## src/rtl/mdio_responder_pkg.sv

```systemverilog
// Shared constants and state encoding for the Clause-22 MDIO responder.
package mdio_responder_pkg;
  localparam int SYNC_DEPTH = 2;

  localparam logic [1:0] OP_READ  = 2'b10;
  localparam logic [1:0] OP_WRITE = 2'b01;

  typedef enum logic [2:0] {
    S_IDLE, S_ST, S_OP, S_PHYAD, S_REGAD, S_TA, S_RDATA, S_WDATA
  } state_t;
endpackage

```

## src/rtl/mdio_responder_if.sv

```systemverilog
// Register-side bus of the MDIO responder: address, read/write strobes and data.
interface mdio_responder_if;
  logic [4:0]  reg_addr;
  logic        reg_rd_stb;
  logic [15:0] reg_rd_data;
  logic        reg_wr_stb;
  logic [15:0] reg_wr_data;

  modport master (output reg_addr, reg_rd_stb, reg_wr_stb, reg_wr_data, input reg_rd_data);
  modport slave  (input reg_addr, reg_rd_stb, reg_wr_stb, reg_wr_data, output reg_rd_data);
endinterface

```

## src/rtl/mdio_sync.sv

```systemverilog
// Synchronizes MDC and MDIO into the system clock and flags MDC rising edges.
module mdio_sync
  import mdio_responder_pkg::*;
(
  input  logic sys_clk,
  input  logic sys_rst_n,
  input  logic mdc,
  input  logic mdio,
  output logic tick,
  output logic mdio_s
);
  logic [SYNC_DEPTH-1:0] mdc_ff, mdio_ff;
  logic                  mdc_prev;

  always_ff @(posedge sys_clk or negedge sys_rst_n) begin
    if (!sys_rst_n) begin
      mdc_ff   <= '0;
      mdio_ff  <= '0;
      mdc_prev <= 1'b0;
    end else begin
      mdc_ff   <= {mdc_ff[SYNC_DEPTH-2:0], mdc};
      mdio_ff  <= {mdio_ff[SYNC_DEPTH-2:0], mdio};
      mdc_prev <= mdc_ff[SYNC_DEPTH-1];
    end
  end

  // Both paths have equal depth, so mdio_s is the bit present at the MDC edge.
  assign tick   = mdc_ff[SYNC_DEPTH-1] & ~mdc_prev;
  assign mdio_s = mdio_ff[SYNC_DEPTH-1];
endmodule

```

## src/rtl/mdio_responder.sv

```systemverilog
// Clause-22 MDIO responder: decodes frames on MDC ticks and drives a register bus.
module mdio_responder
  import mdio_responder_pkg::*;
#(
  parameter logic [4:0] PHY_ADDR     = 5'd1,
  parameter int         MIN_PREAMBLE = 32
) (
  input  logic sys_clk,
  input  logic sys_rst_n,
  input  logic mdc,
  input  logic mdio_i,
  output logic mdio_o,
  output logic mdio_t,
  mdio_responder_if.master bus
);
  localparam logic [5:0] MIN_CNT = 6'(MIN_PREAMBLE);

  logic        tick, din;
  state_t      state, state_n;
  logic [5:0]  cnt, cnt_n;
  logic [4:0]  bcnt, bcnt_n;
  logic        rd, rd_n;
  logic [4:0]  addr, addr_n;
  logic [15:0] sr, sr_n;
  logic        o, o_n, t, t_n;
  logic        rd_stb, rd_stb_n, wr_stb, wr_stb_n;
  logic [15:0] wr_data, wr_data_n;

  mdio_sync u_sync (
    .sys_clk  (sys_clk),
    .sys_rst_n(sys_rst_n),
    .mdc      (mdc),
    .mdio     (mdio_i),
    .tick     (tick),
    .mdio_s   (din)
  );

  always_ff @(posedge sys_clk or negedge sys_rst_n) begin
    if (!sys_rst_n) begin
      state   <= S_IDLE;
      cnt     <= '0;
      bcnt    <= '0;
      rd      <= 1'b0;
      addr    <= '0;
      sr      <= '0;
      o       <= 1'b0;
      t       <= 1'b1;
      rd_stb  <= 1'b0;
      wr_stb  <= 1'b0;
      wr_data <= '0;
    end else begin
      state   <= state_n;
      cnt     <= cnt_n;
      bcnt    <= bcnt_n;
      rd      <= rd_n;
      addr    <= addr_n;
      sr      <= sr_n;
      o       <= o_n;
      t       <= t_n;
      rd_stb  <= rd_stb_n;
      wr_stb  <= wr_stb_n;
      wr_data <= wr_data_n;
    end
  end

  always_comb begin
    state_n   = state;
    cnt_n     = cnt;
    bcnt_n    = bcnt;
    rd_n      = rd;
    addr_n    = addr;
    sr_n      = sr;
    o_n       = o;
    t_n       = t;
    rd_stb_n  = 1'b0;
    wr_stb_n  = 1'b0;
    wr_data_n = wr_data;
    // Read data arrives one cycle after the strobe; ticks never coincide with it.
    if (rd_stb) sr_n = bus.reg_rd_data;
    if (tick) begin
      case (state)
        S_IDLE: begin
          if (din) begin
            if (cnt != 6'h3f) cnt_n = cnt + 6'd1;
          end else begin
            cnt_n = '0;
            if (cnt >= MIN_CNT) state_n = S_ST;
          end
        end
        S_ST: begin
          bcnt_n  = '0;
          state_n = din ? S_OP : S_IDLE;
        end
        S_OP: begin
          sr_n = {sr[14:0], din};
          if (bcnt[0]) begin
            bcnt_n = '0;
            case ({sr[0], din})
              OP_READ:  begin rd_n = 1'b1; state_n = S_PHYAD; end
              OP_WRITE: begin rd_n = 1'b0; state_n = S_PHYAD; end
              default:  state_n = S_IDLE;
            endcase
          end else bcnt_n = bcnt + 5'd1;
        end
        S_PHYAD: begin
          sr_n = {sr[14:0], din};
          if (bcnt == 5'd4) begin
            bcnt_n  = '0;
            state_n = ({sr[3:0], din} == PHY_ADDR) ? S_REGAD : S_IDLE;
          end else bcnt_n = bcnt + 5'd1;
        end
        S_REGAD: begin
          addr_n = {addr[3:0], din};
          if (bcnt == 5'd4) begin
            bcnt_n   = '0;
            rd_stb_n = rd;
            state_n  = S_TA;
          end else bcnt_n = bcnt + 5'd1;
        end
        S_TA: begin
          if (bcnt == 5'd0) bcnt_n = 5'd1;
          else begin
            bcnt_n = '0;
            if (rd) begin
              t_n     = 1'b0;
              o_n     = 1'b0;
              state_n = S_RDATA;
            end else state_n = S_WDATA;
          end
        end
        S_RDATA: begin
          // Ticks 1..16 present bits MSB first; the 17th releases the line.
          if (bcnt == 5'd16) begin
            bcnt_n  = '0;
            t_n     = 1'b1;
            o_n     = 1'b0;
            state_n = S_IDLE;
          end else begin
            o_n    = sr[15];
            sr_n   = {sr[14:0], 1'b0};
            bcnt_n = bcnt + 5'd1;
          end
        end
        S_WDATA: begin
          sr_n = {sr[14:0], din};
          if (bcnt == 5'd15) begin
            bcnt_n    = '0;
            wr_data_n = {sr[14:0], din};
            wr_stb_n  = 1'b1;
            state_n   = S_IDLE;
          end else bcnt_n = bcnt + 5'd1;
        end
      endcase
    end
  end

  assign mdio_o          = o;
  assign mdio_t          = t;
  assign bus.reg_addr    = addr;
  assign bus.reg_rd_stb  = rd_stb;
  assign bus.reg_wr_stb  = wr_stb;
  assign bus.reg_wr_data = wr_data;
endmodule

```

## src/flat_wrapper.sv

```systemverilog
// flat-port wrapper written by rule: the top's interface ports become plain ports
module mdio_responder_flat import mdio_responder_pkg::*;
#(
  parameter logic [4:0] PHY_ADDR     = 5'd1,
  parameter int         MIN_PREAMBLE = 32
)
  (sys_clk, sys_rst_n, mdc, mdio_i, mdio_o, mdio_t, bus_reg_addr, bus_reg_rd_stb, bus_reg_wr_stb, bus_reg_wr_data, bus_reg_rd_data);
  mdio_responder_if bus_i ();
  input  logic sys_clk;
  input  logic sys_rst_n;
  input  logic mdc;
  input  logic mdio_i;
  output logic mdio_o;
  output logic mdio_t;
  output wire logic [$bits(bus_i.reg_addr)-1:0] bus_reg_addr;
  output wire logic [$bits(bus_i.reg_rd_stb)-1:0] bus_reg_rd_stb;
  output wire logic [$bits(bus_i.reg_wr_stb)-1:0] bus_reg_wr_stb;
  output wire logic [$bits(bus_i.reg_wr_data)-1:0] bus_reg_wr_data;
  input wire logic [$bits(bus_i.reg_rd_data)-1:0] bus_reg_rd_data;
  assign bus_reg_addr = bus_i.reg_addr;
  assign bus_reg_rd_stb = bus_i.reg_rd_stb;
  assign bus_reg_wr_stb = bus_i.reg_wr_stb;
  assign bus_reg_wr_data = bus_i.reg_wr_data;
  assign bus_i.reg_rd_data = bus_reg_rd_data;
  mdio_responder #(.PHY_ADDR(PHY_ADDR), .MIN_PREAMBLE(MIN_PREAMBLE)) u_core (.sys_clk(sys_clk), .sys_rst_n(sys_rst_n), .mdc(mdc), .mdio_i(mdio_i), .mdio_o(mdio_o), .mdio_t(mdio_t), .bus(bus_i));
endmodule
```

## config.mk

```make
export PLATFORM = sky130hd
export DESIGN_NAME = mdio_responder_flat
export DESIGN_NICKNAME = d
export VERILOG_FILES = /design/src/rtl/mdio_responder_pkg.sv /design/src/rtl/mdio_responder_if.sv /design/src/rtl/mdio_sync.sv /design/src/rtl/mdio_responder.sv /design/src/flat_wrapper.sv
export SDC_FILE = /design/constraint.sdc
export NUM_CORES = 1
export LEC_CHECK = 0
export CORE_MARGIN = 8
export CORE_UTILIZATION = 49
export CTS_CLUSTER_SIZE = 20
export DETAILED_ROUTE_END_ITERATION = 10
export MAX_ROUTING_LAYER = met4
export PLACE_DENSITY = 0.81
export SETUP_SLACK_MARGIN = 0.4
export SLEW_MARGIN = 20
export SYNTH_ARGS = -nofsm -noshare
export SYNTH_HDL_FRONTEND = slang
export SYNTH_SLANG_ARGS = --single-unit
```

## constraint.sdc

```tcl
create_clock -name sys_clk -period 2 [get_ports sys_clk]
set_input_delay 0.4 -clock sys_clk [delete_from_list [all_inputs] [get_ports sys_clk]]
set_output_delay 0.4 -clock sys_clk [all_outputs]
set_load 0.05 [all_outputs]
```

==> impl_metrics.toml, run 1 <==
[synthesis]
yosys-top-cells-area = "dfrtp_1 (50%), mux2_2 (7.6%), mux2i_1 (6.4%)"
yosysTopAreaCellShare_pct = 50.3
avgSynthCellArea_sq_um = 10.7
synthArstFlopShare_pct = 100
synth.distinct_cells = 49
yosysWarnings = 0
seq_area_frac_synth_pct = 51.2
synth_most_common_cell = "dfrtp_1"
syn-num-nets = 307
postSynthCellCount = 279
synthFlopType = "dfrtp_1"
synth_top_cell_by_area = "dfrtp_1"
ys_seq_elements = 61
syn_area_sq_mm = 0.00298
synth_commonest_cells = "dfrtp_1 (60), nand2_1 (33), mux2_2 (20)"
synth_edf_count = 0

[placed_design]
dp_hpwl_um = 4630
place_inst = 400
place_area_sq_mm = 0.00365
gp_congestion = 0.829
io_buffer_count = 44

[floorplan]
die_area_sq_mm = 0.00884
die_w_um = 94.0
rows = 28
io_pins = 45
die_h_um = 94.0
coreArea_sq_mm = 0.00592
initial_utilization_pct = 50.4

[routing]
drtIter0Drc = 256
drc_errors = 0
viasPerCell = 5.67
totalWireLength_um = 7670
vias = 2483
routedWlPerCell_um = 17.5
ant_nets = 0
first_pass_iters = 4

[worst_setup_path]
cp.arrival_ns = 2.18
crit_slowest_cell = "dfrtp_1"
endpoint_kind = "flop"
critPathMaxStageDelay_ns = 0.39
crit_chain = "ha_2, and3_4, ha_4, buf_4, nand3_2, nor2_4, buf_6, buf_16, mux2_2"
path_max_fanout = 8
timing.rr.start = "u_core.bcnt[0]$_DFFE_PN0P_"
required_ns = 2.23
start_kind = "flop"
crit_start = "u_core.bcnt[0]$_DFFE_PN0P_"
crit_type = "flop to flop"

[timing]
tightest_slew_ns = 0.465
hold_viol = 0
setup_tns_ns = 0
post-route-period-util_pct = 97.5
fmax_ghz = 0.513
finalSetupViolations = 0
rsz0062_at_grt = "yes"
slew_violations = 0
period_minus_slack_ns = 1.95
finalClockSkew_ns = 0.0101
slew-limit-headroom_pct = 69.0

[grt]
grt_pass1_wl_um = 12800
gr-usage-met3_pct = 4.24
grt_overflow = 0
grt_use_met1_pct = 23.0
grtUsageTotal_pct = 19.3
top_usage_layer = "met2"
grt_max_degree = 34
antenna_found_initial = 0
grt_util_met2_pct = 29.6
first_global_vias = 2600

[clock_tree]
numCtsBuffers = 9
clk_latency_ns = 0.34
cts_max_level = 3
cts_hold_buf = 0
cts-root-buf = "clkbuf_8"
clkSlewWorstSetupHoldPaths_ns = 0.07
cts_tree = "yes"
cts_buffer_depth = 2
clock_sinks = 61

[outcome]
outcome = "complete, no violations"

[cells_and_area]
area_growth_pct = 40.3
instances_no_fill = 438
fin_area_sq_mm = 0.00418
drive_gt1_share_pct = 34.2
diodes = 0
fin_nets = 387

[power_and_ir_drop]
p_per_area_mw_per_mm2 = 624
peakVddDrop_mv = 0.507
p_leak_uw = 0.00172

[flow_run]
max_cap_viol_count = 0

[min_path]
hold_class = "input pin to asynchronous set/reset pin"
==> worst max-delay path: cells and delay by family, from the launching register on <==
| kind | cells | cell delay, ns |
|---|---|---|
| AND/OR/NAND/NOR | 3 | 0.45 |
| flip-flops | 1 | 0.39 |
| buffers and inverters | 3 | 0.36 |
| adder cells (fa/ha/maj) | 2 | 0.33 |
| multiplexers | 1 | 0.32 |
==> placed cells by master, fill, tap and decap left out, types with 2 or more instances in the layout <==
cell and instances:
dfrtp_1 58, nand2_1 33, buf_4 32, clkdlybuf4s15_2 23, mux2i_1 19, o21ai_0 19
mux2_2 19, clkdlybuf4s50_1 18, nor2_1 13, clkbuf_8 13, o21ai_1 11, inv_1 10
nand3_1 8, a21oi_1 7, nor3_1 4, nand2b_1 4, ha_1 4, buf_12 4
nand3_2 3, nand3b_1 3, o211ai_1 3, buf_6 3, or3b_1 2, nor4b_2 2
and3_1 2, a22oi_1 2, a41oi_1 2, mux2_4 2, a31oi_1 2, ha_4 2
ha_2 2, buf_16 2
==> repair_timing <==
item / CTS / global route
gates cloned: 3 / 0
setup buffers: 17 / 3
pin swaps: 11 / 7
gates resized for setup: 81 / 7
setup endpoints to repair: 76 / 53
hold endpoints to repair: 0 / 0
==> layer usage <==
| layer | wire length (um) | share of wire (%) |
|---|---|---|
| met2 | 3860 | 50 |
| met4 | 197 | 2.6 |
| met1 | 3220 | 42 |
| met3 | 387 | 5.0 |
| met5 | 0 | 0 |
==> power by group <==
group	internal, uW	switching [uW]
clock	581	488
sequential	1280	50.8
combinational	105	111
==> flip-flops by register name (all words and copies together) (netlist names), 2 cells and up <==
register and count:
u_core.state 3, u_core.cnt 6, u_core.bus.reg_addr 5, u_core.sr 16, u_core.bus.reg_wr_data 16, u_core.bcnt 5, u_core.u_sync.mdio_ff 2, u_core.u_sync.mdc_ff 2
==> through the flow <==
| stage | hold slack, ns | total power (uW) | utilization [%] | setup slack, ns |
|---|---|---|---|---|
| floorplan | 0.104 | 1450 | - | 0.149 |
| finish | 0.00532 | 2610 | 70.7 | 0.0498 |
| global route | 0.0334 | 2710 | 70.7 | -0.0421 |
| CTS | 0.00640 | 2630 | 69.8 | 0.110 |
| detailed placement | 0.338 | 1550 | 61.6 | 0.0206 |
| global placement | 0.334 | 1540 | 61.6 | 0.0945 |
==> final timing paths <==
check | endpoint | cells past startpoint | slack [ns]
min reg2reg | u_core.u_sync.mdc_ff[1]$_DFF_PN0_ | 0 | 0.35
max reg2reg | u_core.bus.reg_wr_data[8]$_DFFE_PN0P_ | 9 | 0.05
min in group sys_clk | u_core.u_sync.mdc_ff[1]$_DFF_PN0_ | 0 | 0.35
max | u_core.bus.reg_wr_data[8]$_DFFE_PN0P_ | 9 | 0.05
max in group asynchronous | u_core.mdio_t$_DFFE_PN1P_ | 2 | 1.38
min | u_core.bus.reg_addr[4]$_DFFE_PN0P_ | 1 | 0.005
==> area by class of cell <==
type	instances	area, sq um
clock buffer	13	179
sequential	61	1530
clock inverter	2	16.3
tap	75	93.8
inverter	11	41.3
timing repair buffer	84	886
multi-input combinational	192	1440
fill	375	1740
==> logic make-up (layout without fill, tap and decap cells) <==
family / count (synthesis) / count (layout) / share of synthesized area, %
buffers and inverters: 26 / 110 / 3.82
and+or+nand+nor: 85 / 85 / 14.7
xor gates and xnor gates: 1 / 1 / 0.294
muxes: 41 / 41 / 14.8
AOI/OAI and AO/OA: 57 / 57 / 11.8
DFF: 61 / 61 / 51.2
adders and majority gates: 8 / 8 / 3.36
Note: power is estimated with default switching activity, not from simulation.
==> run 2: changes to the inputs <==
Settings changed: CORE_UTILIZATION 49 to 50, CTS_BUF_LIST set to sky130_fd_sc_hd__clkbuf_4, PLACE_DENSITY 0.81 to 0.83.
==> run 2 against run 1 <==
Effect of this change: the flow now finishes with violations (setup timing); clock power up 7%; sequential power barely moved; clock skew up 0.0055 ns; combinational power is 14% higher; global-route usage increased by 0.54 points; maximum frequency is 6.3% lower; critical path type unchanged; critical endpoint is now u_core.state[2]$_DFFE_PN0P_.
==> impl_metrics.toml, run 2 (synthesized netlist as in run 1, its figures left out) <==
[flow_run]
max_cap_viol_count = 0

[floorplan]
io_pins = 45
die_area_sq_mm = 0.00869
initial_utilization_pct = 51.0
rows = 28
die_w_um = 93.2
die_h_um = 93.2
coreArea_sq_mm = 0.00585

[power_and_ir_drop]
p_switching_uw = 701
p_int_uw = 2030
p_leak_uw = 0.00176
peakVddDrop_mv = 0.670
switching_share_pct = 25.7
p_seq_share_pct = 48.7
p_per_area_mw_per_mm2 = 657
power_frac_comb_pct = 9.0
clkPwrFrac_pct = 42.2

[timing]
rsz0062_at_grt = "yes"
fmax_ghz = 0.480
setup_tns_ns = -0.262
holdWs_ns = 0.358
tightest_slew_ns = 0.797
slew_violations = 0
slew-limit-headroom_pct = 46.3
finalSetupViolations = 14
hold_viol = 0
worst_slack_ns = -0.0820
period_minus_slack_ns = 2.08
finalClockSkew_ns = 0.0156
post-route-period-util_pct = 104

[clock_tree]
clock_sinks = 61
clk_latency_ns = 0.42
cts_buffer_depth = 2
clkSlewWorstSetupHoldPaths_ns = 0.11
cts_tree = "yes"
cts-root-buf = "clkbuf_4"
cts_max_level = 3
numCtsBuffers = 9

[min_path]
hold_class = "flop to flop"

[grt]
antenna_found_initial = 0
grt_pass1_wl_um = 13100
grtUsageTotal_pct = 19.8
first_global_vias = 2645
grt_max_degree = 44
grt_overflow = 0

[worst_setup_path]
crit_chain = "inv_1, ha_2, buf_4, and4bb_1, o211ai_1, a22oi_4, nand3_2, mux2_4"
crit_slowest_cell = "dfrtp_1"
critPathMaxStageDelay_ns = 0.44
endpoint_kind = "flop"
path_max_fanout = 6
crit_type = "flop to flop"
required_ns = 2.31
start_kind = "flop"
cp.arrival_ns = 2.39

[placed_design]
io_buffer_count = 44
place_inst = 400
dp_hpwl_um = 4960
place_area_sq_mm = 0.00364
gp_congestion = 0.931

[cells_and_area]
layout_commonest_cell = "dfrtp_1"
layout_common_cells = "dfrtp_1 (58), nand2_1 (33), buf_4 (28), buf_2 (20), mux2i_1 (19)"
fin_area_sq_mm = 0.00415
area_growth_pct = 39.2
nFillCells = 369
drive_gt1_share_pct = 37.3
instances_no_fill = 442
diodes = 0
utilization_pct = 71.0
fin_nets = 390

[routing]
ant_nets = 0
drtIter0Drc = 201
totalWireLength_um = 9060
viasPerCell = 6.09
drc_errors = 0
routedWlPerCell_um = 20.5
vias = 2692
first_pass_iters = 5

[outcome]
outcome = "finished with violations"
violations = "setup timing"
==> run 2: power groups by stage <==
stage / Clock (uW) / Sequential [uW] / Combinational [uW]
floorplan: 0 / 1330 / 116
global placement: 0 / 1340 / 196
detailed placement: 0 / 1340 / 209
CTS: 1150 / 1320 / 222
global route: 1220 / 1340 / 272
finish: 1150 / 1330 / 247
==> run 2: layer usage <==
metal | track usage (%) | routed length, um
met5 | - | 0
met4 | 12.3 | 298
met3 | 4.65 | 518
met2 | 31.1 | 4660
met1 | 22.5 | 3580
==> run 2: final timing paths <==
path	depth (start not counted)	slack, ns	to	from
setup / recovery	8	-0.08	u_core.state[2]$_DFFE_PN0P_	u_core.bcnt[0]$_DFFE_PN0P_
setup reg to reg	8	-0.08	u_core.state[2]$_DFFE_PN0P_	u_core.bcnt[0]$_DFFE_PN0P_
max in group asynchronous	3	1.00	u_core.bus.reg_rd_stb$_DFF_PN0_	sys_rst_n
hold reg to reg	0	0.36	u_core.u_sync.mdio_ff[1]$_DFF_PN0_	u_core.u_sync.mdio_ff[0]$_DFF_PN0_
min in group asynchronous	3	0.46	u_core.sr[12]$_DFF_PN0_	sys_rst_n
hold / removal	0	0.36	u_core.u_sync.mdio_ff[1]$_DFF_PN0_	u_core.u_sync.mdio_ff[0]$_DFF_PN0_
==> run 2: metrics by stage <==
stage	setup slack (ns)	power (uW)
after floorplan	0.149	1450
after global placement	-0.0938	1540
after detailed placement	-0.245	1550
after CTS	0.0235	2700
after global routing	-0.150	2820
final	-0.0820	2730
==> run 2: timing repair <==
action	CTS	global route
hold buffers	1	0
gates cloned	2	2
resized for setup	91	67
pin swaps	9	10
hold endpoints to repair	17	0
setup endpoints to repair	76	64
setup buffers	16	5
==> run 2: cell type report <==
type | count | area (sq um) | share of cell area [%]
Clock buffer | 9 | 67.6 | 1.63
Clock inverter | 7 | 120 | 2.89
Inverter | 11 | 41.3 | 0.995
Multi-Input combinational cell | 193 | 1530 | 36.7
Sequential cell | 61 | 1530 | 36.9
Tap cell | 75 | 93.8 | 2.26
Timing Repair Buffer | 86 | 771 | 18.6
==> run 2: worst max-delay path: cells and delay by family (launching register included) <==
family / cells / cell delay, ns
simple gates: 2 / 0.35
buf+inv: 2 / 0.23
flops: 1 / 0.44
mux: 1 / 0.31
compound gates: 2 / 0.46
fa+ha+maj: 1 / 0.20
==> run 3: changes to the inputs <==
Clock period 2 ns to 1.9 ns, I/O delays scaled along.
==> run 3 against run 2 <==
Effect of this change: the run still ends with setup timing left; non-clock buffer count up 3; global-route usage fell by 0.55 points; final cell count increased by 0.45%; critical endpoint is now u_core.state[1]$_DFFE_PN0P_; largest cell class is now multi-input gates.
==> impl_metrics.toml, run 3 (synthesized netlist as in run 1, its figures left out) <==
[cells_and_area]
drive_gt1_share_pct = 36.6
multi_input_area_sq_mm = 0.00154
area_growth_pct = 38.5
fin_nets = 393
instances_no_fill = 444
nFillCells = 379
diodes = 0
seqCellArea_sq_mm = 0.00153
layout_commonest_cell = "dfrtp_1"
layout_common_cells = "dfrtp_1 (56), buf_4 (49), nand2_1 (33), mux2i_1 (19)"

[timing]
finalSetupViolations = 4
rsz0062_at_grt = "yes"
fmax_ghz = 0.506
slew-limit-headroom_pct = 66.8
post-route-period-util_pct = 104
slew_violations = 0
tightest_slew_ns = 0.498
setup_tns_ns = -0.258
worst_slack_ns = -0.0765
finalClockSkew_ns = 0.0111
hold_viol = 0
period_minus_slack_ns = 1.98

[clock_tree]
cts_buffer_depth = 2
cts_tree = "yes"
clk_latency_ns = 0.39
clkSlewWorstSetupHoldPaths_ns = 0.10
cts-root-buf = "clkbuf_4"
clock_sinks = 61
numCtsBuffers = 9
cts_max_level = 3

[power_and_ir_drop]
p_int_uw = 2010
clkPwrFrac_pct = 37.6
peakVddDrop_mv = 0.550
p_per_area_mw_per_mm2 = 646
p_seq_share_pct = 52.2
power_frac_comb_pct = 10.2
p_switching_uw = 661
switching_share_pct = 24.7
p_leak_uw = 0.00178

[flow_run]
max_cap_viol_count = 0

[worst_setup_path]
critPathMaxStageDelay_ns = 0.43
path_buf_inv = 3
path_max_fanout = 5
start_kind = "flop"
required_ns = 2.22
cp_top_family = "simple AND/OR/NAND/NOR gates"
crit_chain = "buf_4, buf_4, or3_4, o211ai_1, a22oi_4, buf_4, and3b_1, a21oi_2"
crit_start = "u_core.bcnt[0]$_DFFE_PN0P_"
crit_slowest_cell = "dfrtp_1"
cpMostUsedCell = "buf_4"
endpoint_kind = "flop"
crit_type = "flop to flop"
timing.rr.start = "u_core.bcnt[0]$_DFFE_PN0P_"
cp.arrival_ns = 2.29

[placed_design]
io_buffer_count = 44
gp_congestion = 0.884
place_inst = 403
dp_hpwl_um = 4810

[routing]
drtIter0Drc = 141
vias = 2566
routedWlPerCell_um = 18.9
totalWireLength_um = 8380
ant_nets = 0
viasPerCell = 5.78
drc_errors = 0
first_pass_iters = 5

[grt]
grt_pass1_wl_um = 12900
grtUsageTotal_pct = 19.3
antenna_found_initial = 0
first_global_vias = 2692
grt_max_degree = 43
grt_overflow = 0

[floorplan]
io_pins = 45
die_area_sq_mm = 0.00869
die_h_um = 93.2
die_w_um = 93.2
initial_utilization_pct = 51.0
rows = 28
coreArea_sq_mm = 0.00585

[min_path]
hold_class = "flop to flop"
hold_path_startpoint = "u_core.u_sync.mdc_ff[0]$_DFF_PN0_"

[outcome]
violations = "setup timing"
outcome = "finished with violations"
[run 3: area by class of cell]
cell class | count | area share (%)
inverter | 11 | 0.999
sequential | 61 | 37.1
multi-input combinational | 193 | 37.2
tap | 75 | 2.27
timing repair buffer | 89 | 18.7
clock inverter | 5 | 1.85
clock buffer | 10 | 1.82
[run 3: path summary, 6_finish.rpt]
check,to,slack [ns],depth (start not counted)
max in group asynchronous,u_core.u_sync.mdio_ff[1]$_DFF_PN0_,0.82,3
setup / recovery,u_core.state[1]$_DFFE_PN0P_,-0.08,8
setup reg to reg,u_core.state[1]$_DFFE_PN0P_,-0.08,8
min in group asynchronous,u_core.sr[14]$_DFF_PN0_,0.48,2
hold / removal,u_core.u_sync.mdc_ff[1]$_DFF_PN0_,0.36,0
hold reg to reg,u_core.u_sync.mdc_ff[1]$_DFF_PN0_,0.36,0
[run 3: power by group through the flow]
stage                     clock network (uW)  registers [uW]  logic, uW
final                                   1000            1400        272
after global routing                    1070            1410        304
after CTS                               1010            1390        257
after detailed placement                   0            1420        216
after global placement                     0            1420        206
after floorplan                            0            1400        123
[run 3: per-layer routing]
layer / wire length [um] / GRT usage, % / up-vias
met5: 0 / - / -
met4: 244 / 9.40 / 0
met3: 420 / 4.01 / 29
li1: - / - / 1166
met1: 3440 / 22.9 / 1267
met2: 4270 / 30.4 / 104
[run 3: per-stage QoR]
step                      hold slack [ns]  area (sq um)  utilization (%)  total power [uW]  worst slack (ns)
after floorplan                    0.0844          3070                -              1530            0.0486
after global placement              0.333          3640             62.2              1620            0.0178
after detailed placement            0.335          3640             62.2              1630           -0.0691
after CTS                           0.357          4010             68.6              2660           -0.0366
after global routing                0.361          4130             70.6              2780            -0.184
final                               0.357          4130             70.6              2670           -0.0765
[run 3: timing repair]
| action | in CTS | in global routing |
|---|---|---|
| hold buffers | 1 | 0 |
| setup buffers | 18 | 5 |
| pin swaps | 9 | 4 |
| endpoints found under the hold margin | 18 | 0 |
| resized for setup | 78 | 23 |
| endpoints found under the setup margin | 68 | 55 |
| cloned | 2 | 0 |
[run 3: worst reg2reg max path, stage by stage (launching register included)]
cell and delay, ns:
dfrtp_1 0.43, buf_4 0.15, buf_4 0.14, or3_4 0.39
o211ai_1 0.16, a22oi_4 0.14, buf_4 0.17, and3b_1 0.17
a21oi_2 0.16
